==> src/rtl/pingpong_pkg.sv <==
// pingpong_pkg
// Shared definitions for the two-bank ping-pong buffer: the per-bank
// ownership state, default geometry constants and small state predicates
// used by the controller.
package pingpong_pkg;

    // Ownership state of one bank. The encoding keeps the two "writable"
    // states and the two "readable" states disjoint, so one bank can never
    // be written and read in the same cycle.
    typedef enum logic [1:0] {
        BANK_FREE     = 2'd0,
        BANK_FILLING  = 2'd1,
        BANK_FULL     = 2'd2,
        BANK_DRAINING = 2'd3
    } bank_state_e;

    localparam int DEFAULT_DEPTH  = 4;
    localparam int DEFAULT_DATA_W = 8;

    // Bank may accept producer words.
    function automatic logic bank_writable(input bank_state_e s);
        return (s == BANK_FREE) || (s == BANK_FILLING);
    endfunction

    // Bank holds a complete set of words waiting to be read or being read.
    function automatic logic bank_readable(input bank_state_e s);
        return (s == BANK_FULL) || (s == BANK_DRAINING);
    endfunction

endpackage

==> src/rtl/pingpong_ctrl.sv <==
// pingpong_ctrl
// Bank-sequencing controller for a two-bank ping-pong buffer. It tracks the
// ownership state of each bank, the write/read bank pointers and word
// counters, and drives strobes/addresses for two external bank RAMs. Words
// are only released to the consumer in whole banks.
// Ports:
//   clk, reset               clock, synchronous active-high reset
//   in_valid / in_ready      producer handshake
//   wr_en, wr_bank, wr_addr  write strobe, bank select, word index
//   rd_en, rd_bank, rd_addr  read strobe, bank select, word index
//   out_valid / out_ready    consumer handshake (data comes from the RAMs)
//   bank_full                per-bank FULL-or-DRAINING flag
//   level                    number of banks FULL or DRAINING (0..2)
module pingpong_ctrl
    import pingpong_pkg::*;
#(
    parameter int  DATA_W = DEFAULT_DATA_W,
    parameter int  DEPTH  = DEFAULT_DEPTH,
    localparam int ADDR_W = $clog2(DEPTH)
) (
    input  logic              clk,
    input  logic              reset,
    input  logic              in_valid,
    output logic              in_ready,
    output logic              wr_en,
    output logic              wr_bank,
    output logic [ADDR_W-1:0] wr_addr,
    output logic              rd_en,
    output logic              rd_bank,
    output logic [ADDR_W-1:0] rd_addr,
    output logic              out_valid,
    input  logic              out_ready,
    output logic [1:0]        bank_full,
    output logic [1:0]        level
);

    // Reject geometries the attached RAMs cannot support.
    if (DEPTH < 2 || DATA_W < 1) begin : g_param_check
        $error("pingpong_ctrl: DEPTH must be >= 2 and DATA_W >= 1");
    end

    localparam logic [ADDR_W-1:0] LAST_IDX = ADDR_W'(DEPTH - 1);

    bank_state_e       state_r [2];
    logic              wr_bank_r;
    logic              rd_bank_r;
    logic [ADDR_W-1:0] wr_cnt_r;
    logic [ADDR_W-1:0] rd_cnt_r;
    logic              out_valid_r;

    logic              in_ready_s;
    logic              wr_en_s;
    logic              rd_en_s;
    logic [1:0]        bank_full_s;

    // Handshake and strobe decode from the registered bank states.
    always_comb begin
        in_ready_s = 1'b0;
        wr_en_s    = 1'b0;
        rd_en_s    = 1'b0;
        if (reset) begin
            in_ready_s = 1'b0;
            wr_en_s    = 1'b0;
            rd_en_s    = 1'b0;
        end else begin
            in_ready_s = bank_writable(state_r[wr_bank_r]);
            wr_en_s    = in_valid && in_ready_s;
            // A new read may only launch if the output slot is empty or is
            // being emptied this cycle.
            rd_en_s    = bank_readable(state_r[rd_bank_r]) && (!out_valid_r || out_ready);
        end
    end

    // Per-bank occupancy flags.
    always_comb begin
        bank_full_s = 2'b00;
        for (int b = 0; b < 2; b++) begin
            bank_full_s[b] = bank_readable(state_r[b]);
        end
    end

    // Bank state machine, pointers, counters and the output-valid register.
    // Write and read never target the same bank in one cycle, so the two
    // state updates below cannot collide.
    always_ff @(posedge clk) begin
        if (reset) begin
            state_r[0]  <= BANK_FREE;
            state_r[1]  <= BANK_FREE;
            wr_bank_r   <= 1'b0;
            rd_bank_r   <= 1'b0;
            wr_cnt_r    <= {ADDR_W{1'b0}};
            rd_cnt_r    <= {ADDR_W{1'b0}};
            out_valid_r <= 1'b0;
        end else begin
            if (wr_en_s) begin
                if (wr_cnt_r == LAST_IDX) begin
                    state_r[wr_bank_r] <= BANK_FULL;
                    wr_cnt_r           <= {ADDR_W{1'b0}};
                    wr_bank_r          <= ~wr_bank_r;
                end else begin
                    state_r[wr_bank_r] <= BANK_FILLING;
                    wr_cnt_r           <= wr_cnt_r + ADDR_W'(1);
                end
            end
            if (rd_en_s) begin
                if (rd_cnt_r == LAST_IDX) begin
                    state_r[rd_bank_r] <= BANK_FREE;
                    rd_cnt_r           <= {ADDR_W{1'b0}};
                    rd_bank_r          <= ~rd_bank_r;
                end else begin
                    state_r[rd_bank_r] <= BANK_DRAINING;
                    rd_cnt_r           <= rd_cnt_r + ADDR_W'(1);
                end
            end
            out_valid_r <= rd_en_s || (out_valid_r && !out_ready);
        end
    end

    assign in_ready  = in_ready_s;
    assign wr_en     = wr_en_s;
    assign wr_bank   = wr_bank_r;
    assign wr_addr   = wr_cnt_r;
    assign rd_en     = rd_en_s;
    assign rd_bank   = rd_bank_r;
    assign rd_addr   = rd_cnt_r;
    assign out_valid = out_valid_r;
    assign bank_full = bank_full_s;
    assign level     = {1'b0, bank_full_s[0]} + {1'b0, bank_full_s[1]};

endmodule

==> config.mk <==
export PLATFORM = sky130hd
export DESIGN_NAME = pingpong_ctrl
export DESIGN_NICKNAME = d
export VERILOG_FILES = /design/src/rtl/pingpong_pkg.sv /design/src/rtl/pingpong_ctrl.sv
export SDC_FILE = /design/constraint.sdc
export NUM_CORES = 1
export LEC_CHECK = 0
export CORE_MARGIN = 1
export CORE_UTILIZATION = 43
export CTS_CLUSTER_DIAMETER = 50
export CTS_CLUSTER_SIZE = 8
export DETAILED_ROUTE_END_ITERATION = 12
export PLACE_DENSITY = 0.75
export SKIP_CTS_REPAIR_TIMING = 1
export SYNTH_ARGS = -nofsm -noshare
export SYNTH_HDL_FRONTEND = slang
export SYNTH_SLANG_ARGS = --single-unit
==> constraint.sdc <==
create_clock -name clk -period 1.6 [get_ports clk]
set_input_delay 0.24 -clock clk [delete_from_list [all_inputs] [get_ports clk]]
set_output_delay 0.24 -clock clk [all_outputs]
set_load 0.02 [all_outputs]
Word-level counts from Yosys, hierarchy flattened
Memories as Yosys holds them, arrays and structs flattened. A register that Yosys moved wholly into a read port is not among the register bits.
Index checks and enable logic that the tools add are counted.
{ "op_classes": {"add_sub_neg": 3, "n_eq_ne": 9, "muxes": 35, "bitwise_logic": 4, "reduce_logical": 16} }
{ "op_table": {"columns": ["cell", "n"], "rows": [
  ["1-bit two-way mux", 29],
  ["2-bit equality test, second input constant", 8],
  ["2-bit two-way mux", 6],
  ["1-bit logical OR", 6],
  ["2-bit by 1-bit adder with 2-bit output, second input constant", 2],
  ["2-bit AND reduction", 2],
  ["2-bit OR reduction", 2],
  ["1-bit logical AND", 3],
  ["1-bit by 1-bit adder with 2-bit output", 1],
  ["2-bit by 1-bit equality test with 1-bit output, second input constant", 1],
  ["1-bit zero test", 2],
  ["2-bit zero test", 1],
  ["1-bit NOT", 2],
  ["1-bit OR", 2]
]} }
{ "word_totals": {"register_bits": 7, "mem_bits_rw": 4, "in_bits": 4, "out_inout_bits": 14, "elab_cells": 73, "n_memories": 1} }
{ "memory_table": {"columns": ["memory", "words", "word_bits", "rd", "rd_ports_with_merged_regs", "wr", "line_no", "rtl"], "rows": [
  ["state_r", 2, 2, 4, 2, 2, "pingpong_ctrl.sv:44", "bank_state_e state_r [2];"]
]} }

Longest topological paths before layout
{ "depth": {"ltp_word": 10, "depth_mapped": 4, "mapped_depth_nobuf": 4} }

Worst setup path before layout
Ideal clock, no wire load.
{ "synth_timing": {"kind": "reg-to-reg", "startpoint": "memory state_r[1][1] (netlist name)", "endpoint": "memory state_r[0][1] (netlist name), enable pin", "setup_time_ps": 293, "arrival_ps": 1268, "required_time_ps": 1307, "slack_ps": 39, "stages_incl_launch_ff": 4, "n_path_buf": 0, "synth_period_minus_slack_ps": 1561, "cell_sequence": "edfxtp_1 > mux2i_1 > nor3_2 > a221o_1"} }
{ "synth_rtl": {"columns": ["element", "line_no"], "rows": [
  ["start: declaration", "pingpong_ctrl.sv:44"]
]} }

==> impl_metrics.tcl <==
set metrics [dict create \
    htree_levels 1 \
    netlist_top_cells_count "dfxtp_1 (9), nor2b_1 (6)" \
    finalSetupViolCount 0 \
    p_sw_mw 0.2237 \
    syn_to_final_growth_pct 47.07 \
    nNetsFinal 92 \
    synth-edff-count 2 \
    clock_path_buffers 2 \
    tightest_slew_ps 321.0 \
    crit_end "state_r[1][1]" \
    endpoint_kind "flip-flop" \
    ant_nets 0 \
    r2r-start "state_r[1][1]" \
    r2r-end "state_r[1][1]" \
    rows 12 \
    place_congestion 0.8593 \
    p_comb_frac 0.301 \
    run_status "completed" \
    use_met3 0.03468 \
    post_dp_cell_area_um2 823.3 \
    ir_worst_vdd_mv 0.6158 \
    antenna_cells 0 \
    clkPwrFrac 0.261 \
    crit_chain "mux2i_1 -> nor3_2 -> buf_4 -> a221o_1" \
    ys_warn_count 0 \
    stdcell_area_um2 848.3 \
    finalCritPeriodShare 0.9972 \
    cp_max_fo 6 \
    dieArea_um2 1492 \
    num_vias 540 \
    hold_path.class "reg -> reg" \
    synth_flop_cell "dfxtp_1" \
    max_cap_violations 0 \
    slew_violations 0 \
    wire_per_inst_um 13.92 \
    top_usage_layer "met2" \
    grt_use_met1 0.2929 \
    rsz0062_at_grt "yes" \
    clk_latency_ps 270 \
    io_buffers 17 \
    hp-start "wr_addr[1]" \
    synthTopCellsByArea "dfxtp_1 (31%), edfxtp_1 (10%), ha_1 (6.5%), nor2b_1 (6.5%), mux2_2 (5.9%)" \
    drt-total-wl_um 1364 \
    netlist_area_um2 576.8 \
    finalWorstSetupSlack_ps 4.528 \
    drt_pre_antenna_iters 4 \
    cts.sinks 11 \
    hold_viol_final 0 \
    period_needed_ps 1595 \
    syn_nets 64 \
    yosysTopAreaCell "dfxtp_1" \
    grt_max_degree 7 \
    crit_type "reg -> reg" \
    switching_share 0.3032 \
    rr_worst_depth 4 \
    pre_cts_ws_ps -353.6 \
    clock-root-buffer "clkbuf_4" \
    grt_util_met2 0.3542 \
    clock.fmax_ghz 0.6268 \
    hpwl_um 1058 \
    core_um2 1171 \
    avgSynthCellArea_um2 10.12 \
    start_util 0.4925 \
    clk_pin_slew_worst_paths_ps 70 \
    yosysMostFrequentCell "dfxtp_1" \
    ys_async_sr_fraction 0 \
    cp_data_required_time_ps 1630 \
    power_frac_seq 0.438 \
    internal_power_mw 0.5139 \
    cp_slowest_cell "edfxtp_1" \
    die_height_um 38.63 \
    first_global_vias 502 \
    clock_skew_ps 3.397 \
    grt.overflow.total 0 \
    cts_buffers 3 \
    p_leak_nw 0.4152 \
    synth_cell_types 26 \
    drive_gt1_frac 0.2857 \
    timing.slew.headroom 0.7799 \
    grt_pass1_wl_um 2228 \
    max_stage_delay_ps 430 \
    synth_top_area_frac 0.3124 \
    synth_seq_cells 11 \
    start_kind "flip-flop" \
    power_mw 0.7376 \
    ff2ff_setup_slack_ps 5 \
    cp.arrival_ps 1630 \
    filler_cell_count 98 \
    ios 18 \
    via_per_inst 5.510 \
    grt_usage 0.2195 \
    die_w_um 38.63 \
    yosysSeqAreaShare 0.4165 \
    startpoint "state_r[1][1]" \
    synth_cells 57 \
    drc_errors 0 \
    antenna_found_initial 0 \
    cts_tree "built" \
    drt_iter0_drc 18 \
    power.density_nw_per_um2 869.5 \
]
worst min-delay path by stage:
| stage | end | cells past startpoint |
|---|---|---|
| 4_1_cts | wr_addr[0] | 1 |
| 3_3_place_gp | wr_addr[1] | 2 |
| 3_5_place_dp | wr_addr[0] | 1 |
| 2_1_floorplan | wr_addr[1] | 3 |
| 5_1_grt | wr_addr[0] | 1 |
| 6_report | wr_addr[1] | 2 |
power by group through the flow:
stage / clock (mW) / combinational [mW] / sequential [mW]
2_1_floorplan: 0 / 0.0989 / 0.346
3_3_place_gp: 0 / 0.225 / 0.327
3_5_place_dp: 0 / 0.230 / 0.328
4_1_cts: 0.197 / 0.231 / 0.322
5_1_grt: 0.212 / 0.241 / 0.325
6_report: 0.193 / 0.222 / 0.323
stage by stage:
stage,setup TNS [ps],cells,utilization,hold slack (ps)
detailed placement,-1694,94,0.7030,509.0
global placement,-1520,94,0.7030,497.1
finish,0,98,0.7244,523.8
global route,-28.20,98,0.7244,551.3
floorplan,0,57,-,466.5
CTS,-1674,98,0.7254,527.4
layout make-up:
type | instances | area (µm²) | share of cell area
multi-input cells | 39 | 312.8 | 0.3687
flip-flops and latches | 11 | 240.2 | 0.2832
repair buffers | 27 | 240.2 | 0.2832
clock buffers | 4 | 26.28 | 0.03097
well taps | 14 | 17.52 | 0.02065
inverters | 3 | 11.26 | 0.01327
kinds of logic after synthesis:
logic type | share of synthesized area
and+or+nand+nor | 0.2169
AOI/OAI and AO/OA | 0.1432
DFF | 0.4165
muxes | 0.1106
adders and majority gates | 0.06508
buffers and inverters | 0.04771
cells in the final DEF, fill, tap and decap left out, drive strengths merged, types with 2 or more instances in the layout:
cell            n
buf            10
mux2            3
clkbuf          7
nand2b          3
ha              3
mux2i           3
a221o           2
dlymetal6s2s    4
nand2           2
nand3           3
edfxtp          2
a31o            2
clkdlybuf4s50  10
inv             3
nor2b           6
dfxtp           9
worst max-delay path: cells and delay by family, from the launching register on:
family | cells | cell delay [ps]
flip-flops | 1 | 430
AO/OA/AOI/OAI | 1 | 360
multiplexers | 1 | 310
buffers and inverters | 1 | 170
AND/OR/NAND/NOR | 1 | 90
layer usage:
metal,up-vias,share of wire
met5,-,0
met4,0,0.013
met3,2,0.037
met2,15,0.50
met1,260,0.45
li1,263,-
Power figures use the tool's default switching activity.
